--- src/rtl/sr_latch_arbiter.sv ---
// ---------------------------------------------------------------------------
// sr_latch_arbiter
//
// Purpose:
//   Shares one external NOR-based SR latch between two clocked requesters.
//   Requests are arbitrated round-robin. The winner's operation drives a
//   timed S (set) or R (reset) pulse, followed by a settle window with
//   S=R=0, then a single check cycle that pulses the owner's done flag.
//   S and R are registered and come from a single op bit, so they are
//   never high together.
//
// Parameters:
//   PULSE_CYC  - cycles S or R is held high per operation (>= 1)
//   SETTLE_CYC - cycles with S=R=0 before completion (>= 1)
//   CNT_W      - cycle counter width; must hold max(PULSE_CYC, SETTLE_CYC)
//
// Ports:
//   clk            rising-edge clock
//   rst            synchronous reset, active high
//   req_a / op_a   requester A request (held until done_a) and op (1=set)
//   req_b / op_b   requester B request and op
//   done_a/done_b  one-cycle completion pulses, never concurrent
//   S / R          drives to the latch inputs
//   Q / Qn         latch readback
//   busy           high whenever the controller is not idle
//   err            sticky readback-mismatch flag
//
// Configuration:
//   SR_READBACK_CHECK_EN - when defined, Q/Qn are compared with the expected
//   result during the check cycle and a mismatch (including Q=Qn=0) sets err
//   until reset. When undefined, Q/Qn are ignored and err is tied low.
// ---------------------------------------------------------------------------
module sr_latch_arbiter #(
  parameter int PULSE_CYC  = 2,
  parameter int SETTLE_CYC = 2,
  parameter int CNT_W      = 4
) (
  input  logic clk,
  input  logic rst,
  input  logic req_a,
  input  logic op_a,
  input  logic req_b,
  input  logic op_b,
  output logic done_a,
  output logic done_b,
  output logic S,
  output logic R,
  input  logic Q,
  input  logic Qn,
  output logic busy,
  output logic err
);

  typedef enum logic [1:0] {
    ST_IDLE,
    ST_DRIVE,
    ST_SETTLE,
    ST_CHECK
  } state_t;

  localparam logic [CNT_W-1:0] PULSE_LAST  = CNT_W'(PULSE_CYC - 1);
  localparam logic [CNT_W-1:0] SETTLE_LAST = CNT_W'(SETTLE_CYC - 1);
  localparam logic             OWN_A       = 1'b0;
  localparam logic             OWN_B       = 1'b1;

  state_t           state_q, state_d;
  logic [CNT_W-1:0] cnt_q, cnt_d;
  logic             op_q, op_d;
  logic             owner_q, owner_d;
  logic             rr_last_q, rr_last_d;
  logic             s_q, s_d;
  logic             r_q, r_d;
  logic [1:0]       done_q, done_d;
  logic             enter_check;
  logic             grant_valid;
  logic             grant_owner;

  // Round-robin pick: on contention the requester that did not win last.
  always_comb begin
    grant_valid = req_a | req_b;
    grant_owner = OWN_A;
    if (req_a && req_b) begin
      grant_owner = ~rr_last_q;
    end else if (req_b) begin
      grant_owner = OWN_B;
    end
  end

  // S/R default to 0 and are only raised while (entering or staying in)
  // DRIVE, so they can only change on state changes.
  always_comb begin
    state_d     = state_q;
    cnt_d       = cnt_q;
    op_d        = op_q;
    owner_d     = owner_q;
    rr_last_d   = rr_last_q;
    s_d         = 1'b0;
    r_d         = 1'b0;
    enter_check = 1'b0;
    case (state_q)
      ST_IDLE: begin
        if (grant_valid) begin
          owner_d   = grant_owner;
          op_d      = grant_owner ? op_b : op_a;
          rr_last_d = grant_owner;
          cnt_d     = '0;
          state_d   = ST_DRIVE;
          s_d       = op_d;
          r_d       = ~op_d;
        end
      end
      ST_DRIVE: begin
        if (cnt_q == PULSE_LAST) begin
          cnt_d   = '0;
          state_d = ST_SETTLE;
        end else begin
          cnt_d = cnt_q + 1'b1;
          s_d   = op_q;
          r_d   = ~op_q;
        end
      end
      ST_SETTLE: begin
        if (cnt_q == SETTLE_LAST) begin
          cnt_d       = '0;
          state_d     = ST_CHECK;
          enter_check = 1'b1;
        end else begin
          cnt_d = cnt_q + 1'b1;
        end
      end
      ST_CHECK: begin
        state_d = ST_IDLE;
      end
      default: begin
        state_d = ST_IDLE;
      end
    endcase
  end

  // Done pulses are registered so they line up with the CHECK cycle.
  for (genvar gi = 0; gi < 2; gi++) begin : g_done
    assign done_d[gi] = enter_check && (owner_q == 1'(gi));
  end

  always_ff @(posedge clk) begin
    if (rst) begin
      state_q   <= ST_IDLE;
      cnt_q     <= '0;
      op_q      <= 1'b0;
      owner_q   <= OWN_A;
      rr_last_q <= OWN_B;
      s_q       <= 1'b0;
      r_q       <= 1'b0;
      done_q    <= '0;
    end else begin
      state_q   <= state_d;
      cnt_q     <= cnt_d;
      op_q      <= op_d;
      owner_q   <= owner_d;
      rr_last_q <= rr_last_d;
      s_q       <= s_d;
      r_q       <= r_d;
      done_q    <= done_d;
    end
  end

  assign S      = s_q;
  assign R      = r_q;
  assign done_a = done_q[0];
  assign done_b = done_q[1];
  assign busy   = (state_q != ST_IDLE);

`ifdef SR_READBACK_CHECK_EN
  logic err_q, err_d;
  logic readback_bad;

  // Q=Qn=0 always disagrees with one of the two expected levels, so the
  // forbidden readback is caught by the same comparison.
  always_comb begin
    readback_bad = (Q != op_q) || (Qn != ~op_q);
    err_d        = err_q;
    if ((state_q == ST_CHECK) && readback_bad) begin
      err_d = 1'b1;
    end
  end

  always_ff @(posedge clk) begin
    if (rst) begin
      err_q <= 1'b0;
    end else begin
      err_q <= err_d;
    end
  end

  assign err = err_q;
`else
  logic unused_readback;
  assign unused_readback = Q ^ Qn;
  assign err             = 1'b0;
`endif

endmodule

--- config.mk ---
export PLATFORM = sky130hd
export DESIGN_NAME = sr_latch_arbiter
export DESIGN_NICKNAME = d
export VERILOG_FILES = /design/src/rtl/sr_latch_arbiter.sv
export SDC_FILE = /design/constraint.sdc
export NUM_CORES = 1
export LEC_CHECK = 0
export CAP_MARGIN = 20
export CORE_AREA = 3 3 44 46
export CTS_CLUSTER_SIZE = 24
export DETAILED_ROUTE_END_ITERATION = 16
export DIE_AREA = 0 0 47 49
export PLACE_DENSITY = 0.75
export SLEW_MARGIN = 0
export SYNTH_ARGS = -nofsm -noshare
export SYNTH_HDL_FRONTEND = slang
export SYNTH_SLANG_ARGS = --single-unit
export TNS_END_PERCENT = 20
--- constraint.sdc ---
create_clock -name clk -period 2.75 [get_ports clk]
set_clock_uncertainty 0.2 [all_clocks]
set_input_delay 0.6875 -clock clk [delete_from_list [all_inputs] [get_ports clk]]
set_output_delay 0.6875 -clock clk [all_outputs]
set_load 0.005 [all_outputs]
Word level (Yosys, flattened, before mapping). Cells that the tools add are included. W data, S select, Z words.

Output and inout bits: 6. Flip-flop bits (word level): 13. Bits of input ports: 8.

Muxes and demuxes: 18. Reduce and logical (&&, ||, !) cells: 10. Bitwise logic cells: 5. $add $sub $neg: 1. Eq/ne operators: 7.

Operators with widths (count): $mux W1 (9); $mux W4 (2); $pmux W2 S4 (1); $pmux W4 S2 (1); $mux W2 (3); $ne A2 B2 Y1 const B (3); $add A4 B1 Y4 const B (1); $eq A2 B2 Y1 const B (2); $eq A4 B1 Y1 const B (1); $not A1 Y1 (4); $pmux W1 S2 (2); $reduce_and A2 Y1 (2); $reduce_bool A2 Y1 (2); $logic_and A1 B1 Y1 (3); $reduce_and A3 Y1 (1); $eq A2 B1 Y1 const B (1); $logic_not A2 Y1 (1); $reduce_or A2 Y1 (1); $or A1 B1 Y1 (1).

Depth between registers and ports, before layout.
Depth in word-level cells: 6. Gate-level depth with buffers: 6. Mapped depth without buffers: 5.

Least setup slack after synthesis. Ideal clock, no wire load.

Path kind: register to register. Start point: reg state_q[0]. End point: reg cnt_q[3]. Clock period less this slack: 1.750 ns. Required time: 2.476 ns. Data arrival time: 1.476 ns. Buffers on the path: 1. Path slack: 1.000 ns. Cell stages (with the launch flop): 7. Path through: dfxtp_1 inv_1 ha_1 buf_6 nor3b_4 or4b_1 a31oi_1.

Cells in the longest elaborated chain, start to end: 4. Elaborated cells between the ends (all ways): 8. Classes of those cells: eq/ne (3); mux (1); reduce/logical (4).

Ends and longest elaborated chain: start: declaration (line 66) `state_t state_q, state_d;`; start signal: assignment (line 156) `state_q <= state_d;`; $eq A2 B2 Y1 or $eq A2 B1 Y1 (tied branches) (line 100) `case (state_q)`; $reduce_or A2 Y1 (no line); $reduce_bool A2 Y1 (no line); $reduce_and A2 Y1 (no line); end signal: assignment (line 157) `cnt_q <= cnt_d;`; end: declaration (line 67) `logic [CNT_W-1:0] cnt_q, cnt_d;`.

Parallel ways exist; a longest one is shown, timed or not. A chain may end at the register's enable or synchronous reset.

Worst setup path after layout.
Start point: reg state_q[1]. End point: out busy.

Cells in the longest elaborated chain, start to end: 1.

Ends and longest elaborated chain: $reduce_bool A2 Y1 (line 171) `assign busy = (state_q != ST_IDLE);`; end: declaration (line 50) `output logic busy,`.

No other way between the ends.

==> impl_metrics.ini <==
[floorplanning]
dieArea_um2 = 2300
core_area_um2 = 1540
die_height_um = 49
initial_core_util_pct = 46.2
die_w_um = 47
rows = 14
ioPinCount = 14

[routing]
drc = 0
num_vias = 600
viasPerCell = 5.94
drtIter0Drc = 21
drtPass1Iterations = 4
antenna_left = 0
wl_met3_um = 102
drt_wl_total_um = 1320
maxUsedRoutingLayer = met4
wl_met2_um = 577
wl_met1_um = 599
avgRoutedWirePerCell_um = 13.0

[setup_path]
end_kind = output port
cp.arrival_ns = 1.65
cp_max_fo = 9
startpoint_type = flip-flop
criticalPathCategory = flip-flop to output port
required_ns = 1.86

[placement]
hpwl_um = 952
place_area_um2 = 795
portBuffers = 10
gp_congestion = 0.690

[clock_tree]
cts_buffer_depth = 2
cts_hold_buf = 0
cts_resized = 0
clkSinkCount = 13
cts_tree = done
ctsHtreeMaxLevel = 1
cts_buffers = 3
clk_pin_slew_ns = 0.07
clk_latency_ns = 0.28
cts-root-buf = clkbuf_4
cts_setup_buffers = 0

[logic_synthesis]
syn_nets = 88
ys_seq_area_share_pct = 36.6
synth_seq_cells = 13
synth_cell_types = 33
netlist.area_leader.share_pct = 36.6
synth_area_leaders = dfxtp_1 37%, ha_1 8.8%, inv_1 3.7%, nand4b_1 3.7%, buf_6 3.2%
ys.flop_type = dfxtp_1
async_flop_share_pct = 0
avgSynthCellArea_um2 = 9.49
netlist_area_um2 = 712
yosysTopAreaCell = dfxtp_1
synth_edf_count = 0
syn_inst = 75
ys_warn_count = 0

[timing]
fin_crit_ns = 2.54
slew_headroom_pct = 65.1
worst_pin_slew_ns = 0.521
timing.final.crit_share_pct = 92.4
rsz0062_at_grt = no
hold_violations = 0
finalSetupViolCount = 0
drv_slew = 0
tns_ns = 0
max_freq_mhz = 393

[final_layout]
syn_to_final_growth_pct = 15.3
diodes = 0
nets = 99
layout-drive-gt1-share_pct = 8.24
fin_area_um2 = 821

[global_route]
track_usage_pct = 13.3
grt_pass1_wl_um = 2220
grt_antenna_before_repair = 0
grt_max_degree = 17
grt_pass1_vias = 493
gr-total-overflow = 0

[min_path]
min_path_type = flip-flop to flip-flop

[run_status]
status = finished, final reports clean

[power_and_ir_drop]
p_per_area_nw_per_um2 = 918
leakage_nw = 0.319
ir_drop_v = 0.000554

[job]
cap_violations = 0
-- flip-flops by register name, summed over array words and instances (netlist names) --
register   flops
cnt_q          4
done_q         2
state_q        2
R              1
S              1
op_q           1
owner_q        1
rr_last_q      1
-- cell type report --
cell class | count | area, um^2
tap | 16 | 20.0
sequential | 13 | 260
multi-input combinational | 51 | 388
timing repair buffer | 10 | 100
clock buffer | 4 | 26.3
inverter | 7 | 26.3
fill | 145 | 721
-- per-layer routing --
layer | GRT usage [%] | vias up
met5 | 0 | -
met4 | 6.91 | 0
met3 | 4.43 | 5
met2 | 18.1 | 20
met1 | 18.1 | 277
li1 | - | 298
-- placed cells by master, fill, tap and decap left out, types with 2 or more instances in the layout --
cell / netlist / routed
a21oi_1: 3 / 3
dfxtp_1: 13 / 13
nand2b_1: 3 / 3
o21ai_0: 4 / 4
nand4b_1: 3 / 3
clkbuf_4: 0 / 3
nand3_1: 2 / 2
nor2b_1: 2 / 2
ha_1: 5 / 5
a211oi_1: 2 / 2
clkdlybuf4s50_1: 0 / 10
nor2_1: 5 / 5
a32o_1: 2 / 2
inv_1: 7 / 7
o31ai_1: 2 / 2
-- worst max-delay path, stage by stage, from the launching register on --
cell and delay (ns):
dfxtp_1 0.37, inv_1 0.07, ha_1 0.28, inv_1 0.15
clkdlybuf4s50_1 0.51
-- final timing paths --
| path | start | end | slack, ns | depth (start not counted) |
|---|---|---|---|---|
| max | state_q[1] | busy | 0.21 | 4 |
| min reg2reg | owner_q | done_q[0] | 0.26 | 1 |
| max reg2reg | state_q[1] | cnt_q[3] | 0.88 | 5 |
| min | owner_q | done_q[0] | 0.26 | 1 |
-- metrics by stage --
stage	power, mW	worst slack, ns	utilization, %	hold slack, ns	cells
floorplan	0.563	1.00	-	0.213	75
global placement	0.631	0.398	51.5	0.240	97
detailed placement	0.639	0.374	51.5	0.247	97
CTS	0.763	0.182	53.2	0.265	101
global route	0.818	0.102	53.2	0.288	101
finish	0.753	0.209	53.2	0.262	101
-- report_power, final --
part           internal, mW  total (mW)  switching (mW)
clock network        0.0563       0.118          0.0615
logic                 0.179       0.370           0.191
registers             0.234       0.265          0.0310
total                 0.470       0.753           0.283
-- Yosys cell counts (2+ instances only) --
| library cell | count |
|---|---|
| a211oi_1 | 2 |
| a21oi_1 | 3 |
| a32o_1 | 2 |
| buf_4 | 2 |
| buf_6 | 2 |
| dfxtp_1 | 13 |
| ha_1 | 5 |
| inv_1 | 7 |
| nand2b_1 | 3 |
| nand3_1 | 2 |
| nand4b_1 | 3 |
| nor2_1 | 5 |
| nor2b_1 | 2 |
| o21ai_0 | 4 |
| o31ai_1 | 2 |
-- cell families after synthesis --
group,share of synthesized area [%]
other cells,0.527
flops,36.6
buf+inv,8.96
compound gates,19.9
mux,1.41
fa+ha+maj,8.79
simple gates,23.9
Power figures use the tool's default switching activity.
